## src/rtl/vlc_pkg.sv

```systemverilog
// Shared VLC transmit-path definitions: scheduler state encoding and default frame timing.
// The default constants are also used by the encoder bench, so keep them in step with the encoder.
package vlc_pkg;

  typedef enum logic [2:0] {
    ST_IDLE,
    ST_ARB,
    ST_START,
    ST_STREAM,
    ST_HOLD,
    ST_DRAIN,
    ST_GAP
  } sched_state_t;

  localparam int         VLC_FRAME_BYTES = 24;
  localparam int         VLC_BIT_CYCLES  = 50;
  localparam int         VLC_GAP_CYCLES  = 1000;
  localparam logic [7:0] VLC_FILL_BYTE   = 8'h00;

  function automatic logic is_loading(input sched_state_t st);
    return (st == ST_START) || (st == ST_STREAM);
  endfunction

endpackage

```

## src/rtl/vlc_rr_arbiter.sv

```systemverilog
// Two-way requester arbiter that latches the winner when take is high and anyone is valid.
// VLC_SCHED_RR_EN defined: round-robin pointer; undefined: requester 0 has fixed priority.
module vlc_rr_arbiter (
  input  logic       clk,
  input  logic       srst,
  input  logic [1:0] valid,
  input  logic       take,
  output logic       grant
);

  logic winner;
  logic grant_reg;

`ifdef VLC_SCHED_RR_EN
  logic ptr_reg;

  always_comb begin
    winner = ptr_reg;
    if (!valid[ptr_reg]) winner = ~ptr_reg;
  end

  // The pointer moves past whoever just won, so two busy requesters alternate.
  always_ff @(posedge clk) begin
    if (srst) begin
      ptr_reg <= 1'b0;
    end else if (take && (|valid)) begin
      ptr_reg <= ~winner;
    end
  end
`else
  assign winner = ~valid[0];
`endif

  always_ff @(posedge clk) begin
    if (srst) begin
      grant_reg <= 1'b0;
    end else if (take && (|valid)) begin
      grant_reg <= winner;
    end
  end

  assign grant = grant_reg;

endmodule

```

## src/rtl/vlc_tx_scheduler.sv

```systemverilog
// Frame scheduler for the 4b6b encoder: arbitrates two byte streams, feeds one byte per encoder
// ready pulse, pads short/stalled frames and enforces the inter-frame gap. Macro: VLC_SCHED_RR_EN.
module vlc_tx_scheduler
  import vlc_pkg::*;
#(
  parameter int         FRAME_BYTES = VLC_FRAME_BYTES,
  parameter int         BIT_CYCLES  = VLC_BIT_CYCLES,
  parameter int         GAP_CYCLES  = VLC_GAP_CYCLES,
  parameter logic [7:0] FILL_BYTE   = VLC_FILL_BYTE
) (
  input  logic       pclk,
  input  logic       reset,
  input  logic       req0_valid,
  input  logic [7:0] req0_data,
  input  logic       req0_last,
  output logic       req0_ready,
  input  logic       req1_valid,
  input  logic [7:0] req1_data,
  input  logic       req1_last,
  output logic       req1_ready,
  output logic       enc_encode,
  output logic [7:0] enc_data,
  input  logic       enc_ready,
  input  logic       enc_encoding,
  output logic       grant,
  output logic       busy,
  output logic       frame_done,
  output logic       underrun
);

  localparam int               CNT_W      = $clog2(FRAME_BYTES + 1);
  localparam logic [CNT_W-1:0] FRAME_LAST = CNT_W'(FRAME_BYTES);
  localparam logic [15:0]      HOLD_END   = 16'(BIT_CYCLES - 1);
  localparam logic [15:0]      GAP_END    = 16'(GAP_CYCLES - 1);

  sched_state_t     state_reg;
  logic [CNT_W-1:0] byte_cnt_reg;
  logic [CNT_W-1:0] byte_cnt_next;
  logic [15:0]      hold_cnt_reg;
  logic [15:0]      gap_cnt_reg;
  logic [7:0]       enc_data_reg;
  logic             encode_reg;
  logic             last_taken_reg;
  logic             frame_done_reg;
  logic             underrun_reg;

  logic [1:0] req_valid;
  logic [1:0] req_last;
  logic [1:0] req_ready;
  logic [7:0] req_data [2];

  logic       sel_valid;
  logic       sel_last;
  logic [7:0] sel_data;
  logic       pop_ok;
  logic       take_byte;
  logic       arb_take;

  assign req_valid   = {req1_valid, req0_valid};
  assign req_last    = {req1_last, req0_last};
  assign req_data[0] = req0_data;
  assign req_data[1] = req1_data;

  vlc_rr_arbiter u_arbiter (
    .clk   (pclk),
    .srst  (reset),
    .valid (req_valid),
    .take  (arb_take),
    .grant (grant)
  );

  assign arb_take  = (state_reg == ST_ARB);
  assign sel_valid = req_valid[grant];
  assign sel_last  = req_last[grant];
  assign sel_data  = req_data[grant];

  // A pulse may pop a byte only until the granted stream's last byte has gone out.
  assign pop_ok    = enc_ready && is_loading(state_reg) && !last_taken_reg;
  assign take_byte = pop_ok && sel_valid;

  for (genvar gi = 0; gi < 2; gi++) begin : g_ready
    assign req_ready[gi] = pop_ok && (grant == 1'(gi));
  end

  assign req0_ready    = req_ready[0];
  assign req1_ready    = req_ready[1];
  assign byte_cnt_next = byte_cnt_reg + CNT_W'(1);

  always_ff @(posedge pclk) begin
    frame_done_reg <= 1'b0;
    underrun_reg   <= 1'b0;
    if (reset) begin
      state_reg      <= ST_IDLE;
      byte_cnt_reg   <= '0;
      hold_cnt_reg   <= '0;
      gap_cnt_reg    <= '0;
      enc_data_reg   <= FILL_BYTE;
      encode_reg     <= 1'b0;
      last_taken_reg <= 1'b0;
    end else begin
      case (state_reg)
        ST_IDLE: begin
          if (|req_valid) state_reg <= ST_ARB;
        end
        ST_ARB: begin
          if (|req_valid) begin
            state_reg      <= ST_START;
            encode_reg     <= 1'b1;
            byte_cnt_reg   <= '0;
            last_taken_reg <= 1'b0;
          end else begin
            state_reg <= ST_IDLE;
          end
        end
        ST_START, ST_STREAM: begin
          if (enc_ready) begin
            byte_cnt_reg <= byte_cnt_next;
            if (take_byte) begin
              enc_data_reg <= sel_data;
              if (sel_last) last_taken_reg <= 1'b1;
            end else begin
              enc_data_reg <= FILL_BYTE;
              underrun_reg <= !last_taken_reg;
            end
            if (byte_cnt_next == FRAME_LAST) begin
              state_reg    <= ST_HOLD;
              hold_cnt_reg <= '0;
            end else begin
              state_reg <= ST_STREAM;
            end
          end
        end
        // encode stays up long enough for the encoder's final symbol-boundary check.
        ST_HOLD: begin
          if (hold_cnt_reg == HOLD_END) begin
            encode_reg <= 1'b0;
            state_reg  <= ST_DRAIN;
          end else begin
            hold_cnt_reg <= hold_cnt_reg + 16'd1;
          end
        end
        ST_DRAIN: begin
          if (!enc_encoding) begin
            frame_done_reg <= 1'b1;
            gap_cnt_reg    <= '0;
            state_reg      <= ST_GAP;
          end
        end
        ST_GAP: begin
          if (gap_cnt_reg == GAP_END) begin
            state_reg <= ST_IDLE;
          end else begin
            gap_cnt_reg <= gap_cnt_reg + 16'd1;
          end
        end
        default: state_reg <= ST_IDLE;
      endcase
    end
  end

  assign enc_encode = encode_reg;
  assign enc_data   = enc_data_reg;
  assign busy       = (state_reg != ST_IDLE);
  assign frame_done = frame_done_reg;
  assign underrun   = underrun_reg;

endmodule
```

## config.mk

```make
export PLATFORM = sky130hd
export DESIGN_NAME = vlc_tx_scheduler
export DESIGN_NICKNAME = d
export VERILOG_FILES = /design/src/rtl/vlc_pkg.sv /design/src/rtl/vlc_rr_arbiter.sv /design/src/rtl/vlc_tx_scheduler.sv
export SDC_FILE = /design/constraint.sdc
export NUM_CORES = 1
export LEC_CHECK = 0
export ABC_CLOCK_PERIOD_IN_PS = 3500
export CAP_MARGIN = 20
export CORE_MARGIN = 10
export CORE_UTILIZATION = 40
export DETAILED_ROUTE_END_ITERATION = 10
export GPL_TIMING_DRIVEN = 0
export PLACE_DENSITY = 0.61
export SLEW_MARGIN = 10
export SYNTH_ARGS = -nofsm -noshare
export SYNTH_HDL_FRONTEND = slang
export SYNTH_SLANG_ARGS = --single-unit
```

## constraint.sdc

```tcl
create_clock -name pclk -period 3.5 [get_ports pclk]
set_input_delay 0.35 -clock pclk [delete_from_list [all_inputs] [get_ports pclk]]
set_output_delay 0.35 -clock pclk [all_outputs]
set_load 0.05 [all_outputs]
```

-- After elaboration in Yosys (flattened, before gate mapping)
Cells that the tools add are included.
- register bits: 53
- input bits: 24
- output and inout port bits: 15
- $add $sub $neg: 3
- magnitude comparators: 2
- equality and inequality tests: 20
- multiplexer cells: 35
- bitwise gates (word level): 6
- reduce and logical (&&, ||, !) cells: 25
- operators by type and width (operator ; number):
    2-to-1 mux 16 bit ; 5
    case mux 16 bit (2 select lines) ; 2
    adder 16 x 1 -> 16 bit, second input constant ; 2
    2-to-1 mux 8 bit ; 4
    inequality test 2 bit, second input constant ; 11
    2-to-1 mux 3 bit ; 6
    case mux 3 bit (6 select lines) ; 1
    equality test 16 x 10 -> 1 bit, second input constant ; 1
    equality test 16 x 6 -> 1 bit, second input constant ; 1
    2-to-1 mux 1 bit ; 11
    2-to-1 mux 5 bit ; 2
    case mux 5 bit (2 select lines) ; 1
    AND reduction 5 bit ; 2
    equality test 3 bit, second input constant ; 3
    AND reduction 3 bit ; 3
    nonzero test 2 bit ; 4
    equality test 3 x 2 -> 1 bit, second input constant ; 2
    logical AND 1 bit ; 6
    OR reduction 2 bit ; 3
    adder 5 x 1 -> 5 bit, second input constant ; 1
    equality test 5 bit, second input constant ; 1
    inverter 1 bit ; 5
    case mux 1 bit (2 select lines) ; 2
    AND reduction 4 bit ; 1
    11 further kinds ; 11

-- Longest topological paths before layout
- depth in word-level cells: 8
- mapped depth: 8

-- By module
From an unflattened synthesis, not the netlist that was laid out.
- cells, all modules: 324
- area total of the unflattened synthesis: 2786.4 µm²
- modules (own cells, without submodules) (module ; times used ; cells an instance ; area each (µm²) ; seq. area each (µm²)):
    vlc_tx_scheduler ; 1 ; 321 ; 2753.9 ; 1041.0
    vlc_rr_arbiter ; 1 ; 3 ; 32.5 ; 20.0

-- Worst setup path after synthesis
No wires, ideal clock.
- path kind: reg-to-output
- start point: reg state_reg[1]
- end point: out req1_ready
- data arrival time: 2.265 ns
- required time: 3.150 ns
- path slack: 0.885 ns
- cell stages (with the launch flop): 6
- path buffers: 2
- cells stage by stage: dfxtp_1 > nand2b_1 > or2_1 > clkbuf_1 > clkbuf_1 > nor3b_1
- word-level cells in the longest chain between the ends: 5
- elaborated cells between the ends (all ways): 6
- those cells by class: 2 x eq/ne; 4 x reduce/logical
- ends and longest elaborated chain (what ; line ; RTL):
    from (decl) ; vlc_tx_scheduler.sv:36 ; sched_state_t state_reg;
    from (signal assigned) ; vlc_tx_scheduler.sv:93 ; state_reg <= ST_IDLE;
    from (signal assigned) ; vlc_tx_scheduler.sv:103 ; if (|req_valid) state_reg <= ST_ARB;
    from (signal assigned) ; vlc_tx_scheduler.sv:107 ; state_reg <= ST_START;
    equality test 3 x 2 -> 1 bit ; vlc_pkg.sv:21 ; return (st == ST_START) || (st == ST_STREAM);
    logical OR 1 bit * ; vlc_pkg.sv:21 ;
    logical AND 1 bit * (2 in a row) ; vlc_tx_scheduler.sv:78 ; assign pop_ok = enc_ready && is_loading(state_reg) && !last_taken_reg;
    logical AND 1 bit * ; vlc_tx_scheduler.sv:82 ; assign req_ready[gi] = pop_ok && (grant == 1'(gi));
    to (decl) ; vlc_tx_scheduler.sv:20 ; output logic req1_ready,
Mark *: on every way between the ends. The rest lies on a longest branch, timed or not.

-- Worst setup path in the final report
- start point: in enc_ready
- end point: out req1_ready
- word-level cells in the longest chain between the ends: 3
- ends and longest elaborated chain (what ; line ; RTL):
    from (decl) ; vlc_tx_scheduler.sv:23 ; input logic enc_ready,
    logical AND 1 bit (2 in a row) ; vlc_tx_scheduler.sv:78 ;
    logical AND 1 bit ; vlc_tx_scheduler.sv:82 ;
Every way passes these cells.

==> impl.org <==
** Worst hold path
- The path class of the tightest hold or removal check is flip-flop to flip-flop.

** Synthesis
- The synthesized design contains 0 enable-type register cells.
- Synth Warn # :: 0
- Most frequent cell after synthesis :: dfxtp_1
- Primary flip-flop cell chosen by synthesis mapping :: dfxtp_1
- The number of nets handed over by synthesis was 364.
- Ranked by total cell area, the synthesized netlist is headed by dfxtp_1 37%, nor2_1 4.6%, mux2_2 3.5%.
- Top cell type's share of synthesized area :: 37.03%
- Share of synthesized registers carrying an async set or reset :: 0%
- Leading post-synthesis cells by instance count :: 53 x dfxtp_1, 35 x nor2_1, 27 x nand2_1
- Averaged over all synthesized cells, the footprint is 8.528 um^2.
- Synthesized instance count :: 336
- Yosys mapped the design onto between 60 and 70 distinct sky130hd cell types.
- The largest total area in the synthesized netlist belongs to dfxtp_1.
- The share of the Yosys chip area taken by registers is 37.03%.
- In this run, synthesis produced a sequential element count of 53.
- Post-Synthesis Cell Area :: 0.002865 mm^2

** Worst setup path
- Crit-path cells :: clkdlybuf4s50_1, inv_1, or2_1, clkbuf_1, clkbuf_1, nor3b_1, clkdlybuf4s50_1
- The critical path is of the input pin to output pin type.
- Worst Setup Start Kind :: input pin
- CP bufs+invs :: 5
- Required time reported for the critical path endpoint :: approximately 3200 ps
- The largest single stage delay on the critical path is between 800 and 900 ps.
- Endpoint type of the worst setup path :: output pin
- Data arrives at the worst endpoint at 2790 ps.
- Among all stages on the critical path, the largest delay is contributed by clkdlybuf4s50_1.
- Maximum fanout along the worst path :: 10
- Crit-path leading delay family :: buffers and inverters

** Layout
- Fill cell total of the finished layout :: 684
- The repair_antennas step left the layout with diodes totalling 0.
- Net count, final :: between 400 and 500
- Share of post-route cells with drive strength above 1 :: 8.924%
- The multi-input combinational cells in the finished layout cover a total of ~0.0017 mm^2.
- Growth of design area from synthesis to finish :: 20.48%
- Layout Cells excl Fill :: between 400 and 500
- Sequential Area :: 0.001061 mm^2
- At the end of the flow the core is filled with cells to about 50%.

** STA
- Max Transition Viols Final :: 0
- Headroom to the max-slew limit came out at 63.02%.
- Slew at the pin closest to its max-slew limit :: 550.4 ps
- Peak Freq :: approximately 0.32 GHz
- Hold Fails Final Rpt :: 0
- Between clock sinks in the finished design, the worst skew comes to just over 8 ps.
- Counting I/O delays and the setup requirement, the final critical path takes 3143 ps.
- Setup repair after global routing missed its margin :: no
- Fin crit share :: 89.79%
- Setup TNS Final :: 0 ps
- Finish-stage setup viols :: 0

** CTS
- Count of instances resized after the clock tree is built :: 0
- Sinks on the clock net :: 53
- TritonCTS created 5 clock buffers.
- The cell sitting at the root of the clock tree is a clkbuf_8.
- H-tree depth :: 2
- Number of buffers on the longest clock path :: 2
- Post-CTS clock slew at the launch and capture registers of the worst setup and hold paths :: 90 ps
- Buffers added to address setup during post-CTS repair amount to 0.
- CTS tree :: yes
- In this run, post-CTS hold repair placed 0 buffers.
- For the worst-skew pair, the clock arrives at the later sink with an insertion delay of 310 ps.

** Pwr
- Dividing total power by cell area gives a power density of 416.7 mW/mm^2.
- Leakage power :: 1.171 nW
- Max rail drop VDD :: about 0.26 mV

** Global route
- The number of antenna violations at the first check in global routing was 0.
- Pin count of the biggest net entering global routing :: 15
- For this run, the total global-route usage over all layers was measured as between 10% and 20%.
- The number of global-route vias before repair is around 2500.
- Global-route wire length before repair :: 12260 um
- Overflow after GRT :: 0

** Routing
- Number of DRC markers in iteration 0 :: 122
- Summed over all layers, the routed wires come to 7172 um.
- In the routed design, unresolved DRC markers number 0.
- Before antenna repair, the detailed router went through 4 iterations.
- The detailed router placed 2650 vias in this run.
- Routed length per instance :: 15.04 um
- Post-DRT Antenna Nets :: 0
- Dividing the detail-routed via count by the number of cells gives 5.556.

** Flow run
- Number of maximum-capacitance violations :: 0

** Floorplanning
- Once the floorplan was initialized, standard cells occupied 41.71% of the core.
- Number of placed I/O pins :: 39
- Placement Rows :: 30
- Placeable Area :: 0.006869 mm^2
- Die boundary height :: 104.6 um
- The floorplan step defined a die boundary enclosing 0.01095 mm^2.
- The die is 104.6 um wide.

** Place
- Buffers placed on the I/O ports in this run total 38.
- Global placer's final weighted congestion :: around 0.8
- Summed over all nets, the half-perimeter wirelength after detailed placement is 5334 um.
- After detailed placement, the design holds a cell count of 470.

** Outcome
- The run finished with clean final reports.
## power breakdown
part           internal (W)  switching, W  leakage, nW  total, W
Clock              0.000158      0.000197       0.0443  0.000355
Combinational      0.000168      0.000257        0.699  0.000425
Sequential         0.000631     0.0000272        0.428  0.000659
## placed cells by master, fill, tap and decap left out, types with 4 or more instances in the layout
cell and instances:
dfxtp_1 53, clkdlybuf4s50_1 38, nor2_1 35, nand2_1 27, nand3_1 17, a21oi_1 16, clkbuf_1 10, o21ai_0 10
xnor2_1 10, or3_1 9, mux2_2 9, a31oi_1 9, inv_1 8, nor3_1 8, a22oi_1 8, o211ai_1 8
nand4_1 7, clkbuf_8 6, and4_1 5, nor2b_1 5, nand2b_1 4, and3_1 4, and2_1 4, or4_1 4
a211oi_1 4, ha_1 4
## final cells by class
cell class | instances | area share, %
Multi-Input combinational cell | 259 | 49.22
Sequential cell | 53 | 30.74
Timing Repair Buffer | 38 | 11.02
Tap cell | 96 | 3.480
Clock buffer | 7 | 2.501
Buffer | 15 | 2.066
Inverter | 9 | 0.9786
## layer usage
| metal | part of all wire [%] | GRT usage [%] | vias up |
|---|---|---|---|
| met5 | 0 | 0 | - |
| met4 | 0.54 | 3.235 | 0 |
| met3 | 6.1 | 3.870 | 4 |
| met2 | 48 | 21.31 | 54 |
| met1 | 46 | 16.23 | 1259 |
| li1 | - | - | 1333 |
## logic make-up (layout without fill, tap and decap cells)
logic type               after synthesis  count (layout)  synth area share [%]
AO/OA/AOI/OAI                         78              78                 19.00
XOR/XNOR                              10              10                 3.057
adder cells (fa/ha/maj)                4               4                 1.747
buffers and inverters                 24              69                 3.668
flip-flops                            53              53                 37.03
multiplexers                          12              12                 4.585
AND/OR/NAND/NOR                      155             155                 30.92
## worst paths after layout
check	from	end	slack, ps	depth (start not counted)
max	enc_ready	req1_ready	360	7
min	enc_encode	enc_encode	490	2
max reg2reg	hold_cnt_reg[0]	hold_cnt_reg[12]	1280	6
min reg2reg	enc_encode	enc_encode	490	2
## tightest hold or removal path, stage by stage, from the launching register on
cell     delay, ps
dfxtp_1        320
o21ai_0         70
a21oi_1         60
## stage by stage
stage	total power [W]	hold slack [ps]	instance area, um^2	setup WS [ps]
2_1_floorplan	0.0009610	446.6	2865	884.6
3_3_place_gp	0.001097	478.6	3366	371.0
3_5_place_dp	0.001098	478.4	3366	358.5
4_1_cts	0.001457	492.0	3452	353.9
5_1_grt	0.001516	525.8	3452	223.3
6_report	0.001438	490.9	3452	357.4
No activity file was read; power rests on OpenSTA's default activity.
